**src/rtl/ex_mem_req_unit_pkg.sv**
```systemverilog
// Shared definitions for the EX->MEM data-memory request engine.
//  - MEM_SIZE_* access-size encodings used on req_size and data_sram_size
//  - issue_state_e : state of the single-entry issue register
//  - mem_meta_t    : per-request metadata kept until the response returns
//  - helpers for misalignment detection, store formatting and load extension
package ex_mem_req_unit_pkg;

   localparam logic [1:0] MEM_SIZE_B = 2'd0;
   localparam logic [1:0] MEM_SIZE_H = 2'd1;
   localparam logic [1:0] MEM_SIZE_W = 2'd2;

   typedef enum logic {
      ST_IDLE = 1'b0,
      ST_PEND = 1'b1
   } issue_state_e;

   typedef struct packed {
      logic       wr;
      logic [1:0] size;
      logic       uns;
      logic [1:0] off;
   } mem_meta_t;

   localparam int MEM_META_LEN = $bits(mem_meta_t);

   function automatic logic is_misaligned(input logic [1:0] size, input logic [1:0] off);
      return ((size == MEM_SIZE_H) && off[0]) || ((size == MEM_SIZE_W) && (off != 2'b00));
   endfunction

   // Byte lanes written by a store; loads never assert any strobe.
   function automatic logic [3:0] fmt_wstrb(input logic wr, input logic [1:0] size,
                                            input logic [1:0] off);
      logic [3:0] strb;
      case (size)
         MEM_SIZE_B: strb = 4'b0001 << off;
         MEM_SIZE_H: strb = 4'b0011 << off;
         default:    strb = 4'b1111;
      endcase
      return wr ? strb : 4'b0000;
   endfunction

   // Replicate the store source across all lanes so wstrb alone picks the bytes.
   function automatic logic [31:0] fmt_wdata(input logic [1:0] size, input logic [31:0] wdata);
      logic [31:0] res;
      case (size)
         MEM_SIZE_B: res = {4{wdata[7:0]}};
         MEM_SIZE_H: res = {2{wdata[15:0]}};
         default:    res = wdata;
      endcase
      return res;
   endfunction

   // Select the addressed byte/half from the returned word and sign/zero extend it.
   function automatic logic [31:0] load_extend(input logic [1:0] size, input logic uns,
                                               input logic [1:0] off, input logic [31:0] rdata);
      logic [7:0]  b;
      logic [15:0] h;
      logic [31:0] res;
      b = 8'(rdata >> {off, 3'b000});
      h = 16'(rdata >> {off[1], 4'b0000});
      case (size)
         MEM_SIZE_B: res = {{24{b[7] & ~uns}}, b};
         MEM_SIZE_H: res = {{16{h[15] & ~uns}}, h};
         default:    res = rdata;
      endcase
      return res;
   endfunction

endpackage

```
**src/rtl/ex_mem_req_unit_fifo.sv**
```systemverilog
// In-order metadata FIFO for requests that have been address-accepted but not yet answered.
// Ports:
//  clk, resetn          clock, asynchronous active-low reset
//  i_push/i_push_*      write one entry (metadata, tag, initial cancel flag)
//  i_pop                retire the head entry (ignored when empty)
//  i_cancel_all         mark every stored entry as cancelled
//  o_head_*             head entry contents (meaningful only when not empty)
//  o_occ/o_full/o_empty occupancy; full/empty derive from the count, not pointer compare
module ex_mem_req_unit_fifo
   import ex_mem_req_unit_pkg::*;
#(
   parameter int DEPTH = 2,
   parameter int TAG_W = 5
) (
   input  logic                       clk,
   input  logic                       resetn,
   input  logic                       i_push,
   input  mem_meta_t                  i_push_meta,
   input  logic [TAG_W-1:0]           i_push_tag,
   input  logic                       i_push_cancel,
   input  logic                       i_pop,
   input  logic                       i_cancel_all,
   output mem_meta_t                  o_head_meta,
   output logic [TAG_W-1:0]           o_head_tag,
   output logic                       o_head_cancel,
   output logic [$clog2(DEPTH+1)-1:0] o_occ,
   output logic                       o_full,
   output logic                       o_empty
);

   localparam int PTR_W = $clog2(DEPTH);
   localparam int OCC_W = $clog2(DEPTH+1);

   mem_meta_t        r_meta [DEPTH];
   logic [TAG_W-1:0] r_tag  [DEPTH];
   logic [DEPTH-1:0] r_cancel;
   logic [PTR_W-1:0] r_wr_ptr;
   logic [PTR_W-1:0] r_rd_ptr;
   logic [OCC_W-1:0] r_occ;

   logic w_pop;
   logic w_push;

   assign o_full  = (r_occ == OCC_W'(DEPTH));
   assign o_empty = (r_occ == '0);

   // A pop from empty is a protocol violation and is dropped; a push into a full
   // FIFO is only legal when the head retires in the same cycle.
   assign w_pop  = i_pop & ~o_empty;
   assign w_push = i_push & (~o_full | w_pop);

   assign o_head_meta   = r_meta[r_rd_ptr];
   assign o_head_tag    = r_tag[r_rd_ptr];
   assign o_head_cancel = r_cancel[r_rd_ptr];
   assign o_occ         = r_occ;

   always_ff @(posedge clk or negedge resetn) begin
      if (!resetn) begin
         for (int i = 0; i < DEPTH; i++) begin
            r_meta[i] <= '0;
            r_tag[i]  <= '0;
         end
         r_cancel <= '0;
         r_wr_ptr <= '0;
         r_rd_ptr <= '0;
         r_occ    <= '0;
      end else begin
         if (i_cancel_all)
            r_cancel <= '1;
         // Written after cancel_all so a same-cycle push keeps its own cancel flag.
         if (w_push) begin
            r_meta[r_wr_ptr]   <= i_push_meta;
            r_tag[r_wr_ptr]    <= i_push_tag;
            r_cancel[r_wr_ptr] <= i_push_cancel;
            r_wr_ptr           <= r_wr_ptr + PTR_W'(1);
         end
         if (w_pop)
            r_rd_ptr <= r_rd_ptr + PTR_W'(1);
         case ({w_push, w_pop})
            2'b10:   r_occ <= r_occ + OCC_W'(1);
            2'b01:   r_occ <= r_occ - OCC_W'(1);
            default: r_occ <= r_occ;
         endcase
      end
   end

endmodule

```
**src/rtl/ex_mem_req_unit.sv**
```systemverilog
// Data-memory request engine between EX and MEM.
// Accepts one load/store per handshake, flags misaligned ops (ale) without issuing them,
// holds the aligned op in an issue register until the SRAM port takes it, tracks up to
// DEPTH outstanding requests in order and returns extended load data to MEM. Responses
// of requests cancelled by flush are dropped.
// Ports:
//  clk, resetn                      clock, asynchronous active-low reset
//  req_*                            EX request (valid/ready handshake)
//  flush                            cancel everything in flight this cycle
//  ale                              misaligned op consumed this cycle
//  data_sram_*                      SRAM-like master port (req/addr_ok, data_ok/rdata)
//  resp_*                           response for the oldest live request (no backpressure)
//  dbg_state, dbg_occ               issue register state and outstanding count
// Handshake: an EX op transfers on a cycle with req_valid & req_ready; an SRAM request
// transfers on a cycle with data_sram_req & data_sram_addr_ok; each data_sram_data_ok
// answers the oldest transferred request.
module ex_mem_req_unit
   import ex_mem_req_unit_pkg::*;
#(
   parameter int DEPTH  = 2,
   parameter int ADDR_W = 32,
   parameter int TAG_W  = 5
) (
   input  logic                       clk,
   input  logic                       resetn,
   input  logic                       req_valid,
   output logic                       req_ready,
   input  logic                       req_wr,
   input  logic [1:0]                 req_size,
   input  logic                       req_unsigned,
   input  logic [ADDR_W-1:0]          req_addr,
   input  logic [31:0]                req_wdata,
   input  logic [TAG_W-1:0]           req_tag,
   input  logic                       flush,
   output logic                       ale,
   output logic                       data_sram_req,
   output logic                       data_sram_wr,
   output logic [1:0]                 data_sram_size,
   output logic [ADDR_W-1:0]          data_sram_addr,
   output logic [3:0]                 data_sram_wstrb,
   output logic [31:0]                data_sram_wdata,
   input  logic                       data_sram_addr_ok,
   input  logic                       data_sram_data_ok,
   input  logic [31:0]                data_sram_rdata,
   output logic                       resp_valid,
   output logic                       resp_wr,
   output logic [31:0]                resp_rdata,
   output logic [TAG_W-1:0]           resp_tag,
   output issue_state_e               dbg_state,
   output logic [$clog2(DEPTH+1)-1:0] dbg_occ
);

   issue_state_e      r_state;
   logic              r_wr;
   logic [1:0]        r_size;
   logic              r_uns;
   logic [ADDR_W-1:0] r_addr;
   logic [3:0]        r_wstrb;
   logic [31:0]       r_wdata;
   logic [TAG_W-1:0]  r_tag;

   logic              w_mis;
   logic              w_accept;
   logic              w_issue;
   logic              w_pop;
   logic              w_full;
   logic              w_empty;
   mem_meta_t         w_push_meta;
   mem_meta_t         w_head_meta;
   logic [TAG_W-1:0]  w_head_tag;
   logic              w_head_cancel;

   assign w_mis = is_misaligned(req_size, req_addr[1:0]);
   assign ale   = req_valid & ~flush & w_mis;

   // Issue only when a slot is free, or when the head retires in this same cycle.
   assign data_sram_req = (r_state == ST_PEND) & (~w_full | data_sram_data_ok);
   assign w_issue       = data_sram_req & data_sram_addr_ok;

   // Misaligned ops are always consumed (they never occupy the issue register).
   assign req_ready = ~flush & ((req_valid & w_mis) | (r_state == ST_IDLE) | w_issue);
   assign w_accept  = req_valid & req_ready & ~w_mis;

   assign data_sram_wr    = r_wr;
   assign data_sram_size  = r_size;
   assign data_sram_addr  = r_addr;
   assign data_sram_wstrb = r_wstrb;
   assign data_sram_wdata = r_wdata;

   always_ff @(posedge clk or negedge resetn) begin
      if (!resetn) begin
         r_state <= ST_IDLE;
         r_wr    <= 1'b0;
         r_size  <= '0;
         r_uns   <= 1'b0;
         r_addr  <= '0;
         r_wstrb <= '0;
         r_wdata <= '0;
         r_tag   <= '0;
      end else if (flush) begin
         // A pending op without addr_ok is withdrawn; with addr_ok it is
         // enqueued as cancelled by the FIFO push below.
         r_state <= ST_IDLE;
      end else if (w_accept) begin
         r_state <= ST_PEND;
         r_wr    <= req_wr;
         r_size  <= req_size;
         r_uns   <= req_unsigned;
         r_addr  <= req_addr;
         r_wstrb <= fmt_wstrb(req_wr, req_size, req_addr[1:0]);
         r_wdata <= fmt_wdata(req_size, req_wdata);
         r_tag   <= req_tag;
      end else if (w_issue) begin
         r_state <= ST_IDLE;
      end
   end

   assign w_push_meta.wr   = r_wr;
   assign w_push_meta.size = r_size;
   assign w_push_meta.uns  = r_uns;
   assign w_push_meta.off  = r_addr[1:0];

   ex_mem_req_unit_fifo #(
      .DEPTH (DEPTH),
      .TAG_W (TAG_W)
   ) u_fifo (
      .clk           (clk),
      .resetn        (resetn),
      .i_push        (w_issue),
      .i_push_meta   (w_push_meta),
      .i_push_tag    (r_tag),
      .i_push_cancel (flush),
      .i_pop         (w_pop),
      .i_cancel_all  (flush),
      .o_head_meta   (w_head_meta),
      .o_head_tag    (w_head_tag),
      .o_head_cancel (w_head_cancel),
      .o_occ         (dbg_occ),
      .o_full        (w_full),
      .o_empty       (w_empty)
   );

   // Stray data_ok with nothing outstanding (e.g. after reset) is ignored.
   assign w_pop      = data_sram_data_ok & ~w_empty;
   assign resp_valid = w_pop & ~w_head_cancel & ~flush;
   assign resp_wr    = resp_valid & w_head_meta.wr;
   assign resp_rdata = (resp_valid & ~w_head_meta.wr)
                     ? load_extend(w_head_meta.size, w_head_meta.uns, w_head_meta.off, data_sram_rdata)
                     : 32'h0;
   assign resp_tag   = resp_valid ? w_head_tag : '0;

   assign dbg_state  = r_state;

endmodule

```
**config.mk**
```make
export PLATFORM = sky130hd
export DESIGN_NAME = ex_mem_req_unit
export DESIGN_NICKNAME = d
export VERILOG_FILES = /design/src/rtl/ex_mem_req_unit_pkg.sv /design/src/rtl/ex_mem_req_unit_fifo.sv /design/src/rtl/ex_mem_req_unit.sv
export SDC_FILE = /design/constraint.sdc
export NUM_CORES = 1
export LEC_CHECK = 0
export BUFFER_PORTS_ARGS = -buffer_cell sky130_fd_sc_hd__buf_2
export CORE_ASPECT_RATIO = 1.1
export CORE_UTILIZATION = 44
export DETAILED_ROUTE_END_ITERATION = 10
export PLACE_DENSITY = 0.82
export SLEW_MARGIN = 20
export SYNTH_ARGS = -nofsm -noshare
export SYNTH_HDL_FRONTEND = slang
export SYNTH_SLANG_ARGS = --single-unit
export TNS_END_PERCENT = 30
```
**constraint.sdc**
```tcl
create_clock -name clk -period 2.1 [get_ports clk]
set_clock_uncertainty 0.15 [all_clocks]
set_input_delay 0.21 -clock clk [delete_from_list [all_inputs] [get_ports clk]]
set_output_delay 0.21 -clock clk [all_outputs]
set_load 0.05 [all_outputs]
```
# [After elaboration in Yosys (flattened, before gate mapping)]
# Cells that the tools add are included.
[op_classes] bitwise=31 muxes=29 add_sub_neg=4 magnitude_cmp=6 n_reduce_logical=12 shift=4 eq_ne=6
[op_table] op="case mux 32 bit (2 select lines)" count=2
[op_table] op="two-way mux 32 bit" count=1
[op_table] op="right shift 32 x 5 -> 16 bit" count=1
[op_table] op="right shift 32 x 5 -> 8 bit" count=1
[op_table] op="two-way mux 5 bit" count=5
[op_table] op="two-way mux 6 bit" count=4
[op_table] op="bitwise AND 1 bit" count=17
[op_table] op="bitwise mux 12 bit" count=1
[op_table] op="bitwise mux 10 bit" count=1
[op_table] op="inverter 1 bit" count=8
[op_table] op="case mux 4 bit (2 select lines)" count=1
[op_table] op="demux 6 bit (select 1 bit)" count=1
[op_table] op="equality test 2 x 1 -> 1 bit (second input constant)" count=3
[op_table] op="equality test 2 bit (second input constant)" count=3
[op_table] op="zero test 2 bit" count=3
[op_table] op="two-way mux 1 bit" count=6
[op_table] op="demux 5 bit (select 1 bit)" count=1
[op_table] op="greater-or-equal comparator 2 bit (second input constant)" count=2
[op_table] op="logical AND 1 bit" count=4
[op_table] op="less-than comparator 1 x 2 -> 1 bit (second input constant)" count=2
[op_table] op="two-way mux 2 bit" count=2
[op_table] op="two-way mux 4 bit" count=1
[op_table] op="inverter 1 -> 2 bit" count=2
[op_table] op="bitwise OR 1 bit" count=4
[op_table] op="other kinds (14)" count=16
[word_totals] inputBits=111 regBits=106 output_inout_bits=116 elab_cells=114

# [Logic depth before layout (Yosys ltp)]
[depth] depth_word=11 depth_mapped=8 ltp_nobuf=6

# [Cells and area by module]
# A second synthesis with hierarchy kept.
[unflattened] hier_cells=441 area_unflattened_um2=5424.0
[modules_own_cells] module="ex_mem_req_unit" cells_per_inst=356 area_per_inst_um2=4095.2 seq_area_each_um2=1951.9 n_inst=1
[modules_own_cells] module="ex_mem_req_unit_fifo" cells_per_inst=85 area_per_inst_um2=1328.8 seq_area_each_um2=700.7 n_inst=1

# [Least setup slack after synthesis]
# Ideal clock, no wire load.
[synth_path] path_kind="register -> output" from="register u_fifo.r_occ[0] (netlist: u_fifo.o_occ[0])" to="output port resp_rdata[1]" setup_slack_ns=-1.189 arrival_ns=2.929 required_time_ns=1.740 path_buffers=1 stages_incl_launch_ff=6 path_cell_list="dfrtp_1 > o21ai_0 > nor4_4 > clkbuf_1 > o21ai_0 > a211oi_1"
[synth_via] elab_chain_len=7
[synth_lines] item="from (decl)" line="ex_mem_req_unit_fifo.sv:39" text="logic [OCC_W-1:0] r_occ;"
[synth_lines] item="from (signal assigned)" line="ex_mem_req_unit_fifo.sv:80" text="2'b10: r_occ <= r_occ + OCC_W'(1);"
[synth_lines] item="from (signal assigned)" line="ex_mem_req_unit_fifo.sv:81" text="2'b01: r_occ <= r_occ - OCC_W'(1);"
[synth_lines] item="from (signal assigned)" line="ex_mem_req_unit_fifo.sv:82" text="default: r_occ <= r_occ;"
[synth_lines] item="zero test 2 bit" line="ex_mem_req_unit_fifo.sv:45" text="assign o_empty = (r_occ == '0);"
[synth_lines] item="inverter 1 bit" line="ex_mem_req_unit.sv:144" text="assign w_pop = data_sram_data_ok & ~w_empty;"
[synth_lines] item="bitwise AND 1 bit" line="ex_mem_req_unit.sv:144"
[synth_lines] item="bitwise AND 1 bit (2 in series)" line="ex_mem_req_unit.sv:145" text="assign resp_valid = w_pop & ~w_head_cancel & ~flush;"
[synth_lines] item="bitwise AND 1 bit" line="ex_mem_req_unit.sv:147" text="assign resp_rdata = (resp_valid & ~w_head_meta.wr)"
[synth_lines] item="two-way mux 32 bit" line="ex_mem_req_unit.sv:148" text="? load_extend(w_head_meta.size, w_head_meta.uns, w_head_meta.off, data_sram_rdata)"
[synth_lines] item="to (decl)" line="ex_mem_req_unit.sv:47" text="output logic [31:0] resp_rdata,"
# No other way between the ends.

# [Worst setup path in the final report]
[layout_path] from="register u_fifo.r_rd_ptr" to="output port resp_rdata[18]"
[layout_via] elab_chain_len=8 word_cells_on_any_way=20 cone_classes="eq/ne: 1; shift: 2; mux: 7; bitwise: 9; reduce/logical: 1"
[layout_lines] item="from (decl)" line="ex_mem_req_unit_fifo.sv:38" text="logic [PTR_W-1:0] r_rd_ptr;"
[layout_lines] item="from (signal assigned)" line="ex_mem_req_unit_fifo.sv:78" text="r_rd_ptr <= r_rd_ptr + PTR_W'(1);"
[layout_lines] item="inverter 1 -> 2 bit (not written as such)" line="ex_mem_req_unit_fifo.sv:52" text="assign o_head_meta = r_meta[r_rd_ptr];"
[layout_lines] item="two-way mux 6 bit (not written as such) (3 in series)" line="ex_mem_req_unit_fifo.sv:52"
[layout_lines] item="right shift 32 x 5 -> 16 bit (tied with other cells)" line="ex_mem_req_unit_pkg.sv:60" text="h = 16'(rdata >> {off[1], 4'b0000});"
[layout_lines] item="bitwise AND 1 bit, on equally long branches" line="ex_mem_req_unit_pkg.sv:63, ex_mem_req_unit_pkg.sv:62"
[layout_lines] item="case mux 32 bit (2 select lines)" line="ex_mem_req_unit_pkg.sv:61" text="case (size)"
[layout_lines] item="two-way mux 32 bit *" line="ex_mem_req_unit.sv:148"
# Every way passes the cells marked *; elsewhere a longest branch is shown, timed or not. The select of a mux whose other input is x is not followed.

==> reports/results.ini <==
[sta]
grt_setup_unrepaired=true
clock.fmax_mhz=375
hold_viol_final=0
whs_ns=0.0150
worst_pin_slew_ns=0.355
finalCritPeriodShare_pct=127
setup_viol=39
worst_slack_ns=-0.570
drv_slew=0
timing.slew.headroom_pct=75.7
min_period_ns=2.67
setup-tns-final_ns=-18.42

[critical_path]
path_delay_family=buffers and inverters
endpoint_kind=output pin
cp_cell_sequence=buf_6, mux2i_1, buf_4, mux2_4, buf_6, a21oi_4, clkbuf_16, a21oi_4, buf_8
required_ns=1.74
path_class=reg -> out
crit_fanout=4
cpMaxStageDelayCell=dfrtp_1
slowest_delay_ns=0.38
crit_arrival_ns=2.31
cp-start-kind=flip-flop
cp.buffers_inverters=5

[drt]
wl_per_cell_um=19.9
firstDrtPassIters=5
route.detailed.vias_per_inst=5.50
route.detailed.drc=0
first_iter_violations=353
detail-route-antenna-nets=0
postRouteWirelength_um=18700
vias=5166

[power_and_ir_drop]
irDropWorstVdd_uv=1020
p_sw_mw=5.26
powerDensity_mw_per_mm2=1300
pwr-share-seq_pct=26.0
power_frac_comb_pct=58.5
pwr-share-clk_pct=15.5
finalPower_mw=11.8
switching_share_pct=44.4
p_leak_nw=4.26
p_int_mw=6.58

[synthesis]
syn_nets=569
ys_seq_area_share_pct=47.6
synth-main-ff-cell=dfrtp_1
synth-seq-cells=106
synth.most_common_cell=dfrtp_1
synthTopCellsByCount=dfrtp_1, mux2_2, o21ai_0, mux2i_1, a21oi_1
synth_top_area_share_pct=47.6
synth_edf_count=0
yosysUniqueCellTypes=42
synth_area_leaders=dfrtp_1, mux2_2, mux2_4
postSynth.asyncResetShare_pct=100
yosys.area.top_type=dfrtp_1
avgSynthCellArea_um2=12.2
synthesis.area_mm2=0.00557
yosysWarnings=0
synthCells=457

[placed_design]
dp_slack_ns=-0.431
place_hpwl_um=11700
gp_congestion=0.785
placed_cell_area_mm2=0.00774
portBuffers=226

[final_layout]
multi_input_area_mm2=0.00328
nets=891
drive_above_1_share_pct=65.3
syn2layout_area_growth_pct=63.4
final-seq-area_mm2=0.00266
fin_area_mm2=0.00910
fillers=717

[clock_tree]
cts_inserted_buffers=9
cts-root-buf=clkbuf_16
insertion_delay_ns=0.34
path_clk_slew_ns=0.07
cts.sinks=106
htree_levels=3
cts_tree=yes
cts_buffer_depth=2

[floorplanning]
die_w_um=109
row_count=42
core_area_mm2=0.0122
initial_core_util_pct=45.7
die_area_mm2=0.0131
die_y_um=120
io_pins=227

[min_path]
holdCritPathClass=in -> reg

[global_route]
overflow=0
antenna_found_initial=2
grt_pass1_vias=5626
grt_max_degree=52
grt_first_pass_wirelength_um=28200
grt_usage_pct=28.3

[job]
drv_cap=0

[run_status]
outcome=complete, but fails checks
violations=negative setup slack

final timing paths:
kind	start	end	slack, ns	cells past startpoint
setup / recovery	u_fifo.r_rd_ptr$_DFFE_PN0P_	resp_rdata[18]	-0.57	9
hold / removal	flush	dbg_state$_DFFE_PN0P_	0.02	2
setup reg to reg	u_fifo.o_occ[0]$_DFFE_PN0P_	data_sram_addr[25]$_DFFE_PN0P_	0.03	5
hold reg to reg	u_fifo.r_cancel[0]$_DFF_PN0_	u_fifo.r_cancel[0]$_DFF_PN0_	0.34	1
max in group asynchronous	resetn	u_fifo.o_occ[0]$_DFFE_PN0P_	0.96	3
min in group asynchronous	resetn	data_sram_wdata[3]$_DFFE_PN0P_	0.20	2
registers in the layout, summed over array words and instances, names as in the netlist, 2 cells and up:
signal / count
data_sram_wstrb: 4
u_fifo.r_cancel: 2
data_sram_wdata: 32
u_fifo.r_tag: 10
data_sram_size: 2
r_tag: 5
u_fifo.r_meta: 12
u_fifo.o_occ: 2
data_sram_addr: 32
power groups by stage:
stage                     Clock, mW  Combinational, mW  Sequential (mW)
final                          1.83               6.93             3.08
after global routing           1.94               7.22             3.15
after CTS                      1.86               6.63             3.05
after detailed placement          0               6.05             3.07
after global placement            0               5.89             3.02
after floorplan                   0               2.96             4.28
cell families after synthesis:
kind of cell	share of synthesized area, %
mux	30.7
flops	47.6
compound gates	9.37
simple gates	7.55
buf+inv	3.93
xor+xnor	0.629
fa+ha+maj	0.225
worst register-to-register path, delay by kind of cell (launching register included):
family	cells	cell delay, ns
mux	1	0.39
compound gates	1	0.16
buf+inv	1	0.24
simple gates	2	0.61
flops	1	0.41
routing by layer:
metal | vias up | GRT usage (%) | part of all wire (%)
met1 | 2552 | 28.7 | 35
met5 | - | 0 | 0
met2 | 265 | 54.1 | 54
li1 | 2280 | - | -
met3 | 69 | 6.57 | 7.1
met4 | 0 | 11.9 | 3.9
per-stage QoR:
stage,utilization [%],std cells
2_1_floorplan,-,457
3_3_place_gp,63.5,870
3_5_place_dp,63.5,870
4_1_cts,73.6,934
5_1_grt,74.6,940
6_report,74.6,940
cell usage in the layout, fill, tap and decap left out, drive strengths merged, types with 2 or more instances in the layout:
cell type / count
nand3: 2
dfrtp: 106
nand2b: 2
nand2: 14
mux2i: 28
bufinv: 2
or3b: 3
and2: 18
buf: 296
xnor2: 3
or2: 8
a21o: 2
o21ai: 45
clkbuf: 12
diode: 2
mux2: 118
inv: 8
a21oi: 29
nor3: 2
a211oi: 7
nor2: 20
dlygate4sd3: 42
timing repair:
action,in CTS,in global routing
hold endpoints to repair,75,1
buffers inserted,9,2
endpoints found under the setup margin,87,70
hold buffers,41,1
cloned,2,1
pin swaps,16,21
gates resized for setup,133,19
final cells by class:
| type | count | share of cell area (%) |
|---|---|---|
| multi-input combinational | 316 | 36.0 |
| sequential | 106 | 29.2 |
| timing repair buffer | 340 | 28.8 |
| clock buffer | 11 | 2.67 |
| tap | 154 | 2.12 |
| clock inverter | 5 | 0.935 |
| inverter | 6 | 0.275 |
| antenna | 2 | 0.0550 |
Power figures use the tool's default switching activity.
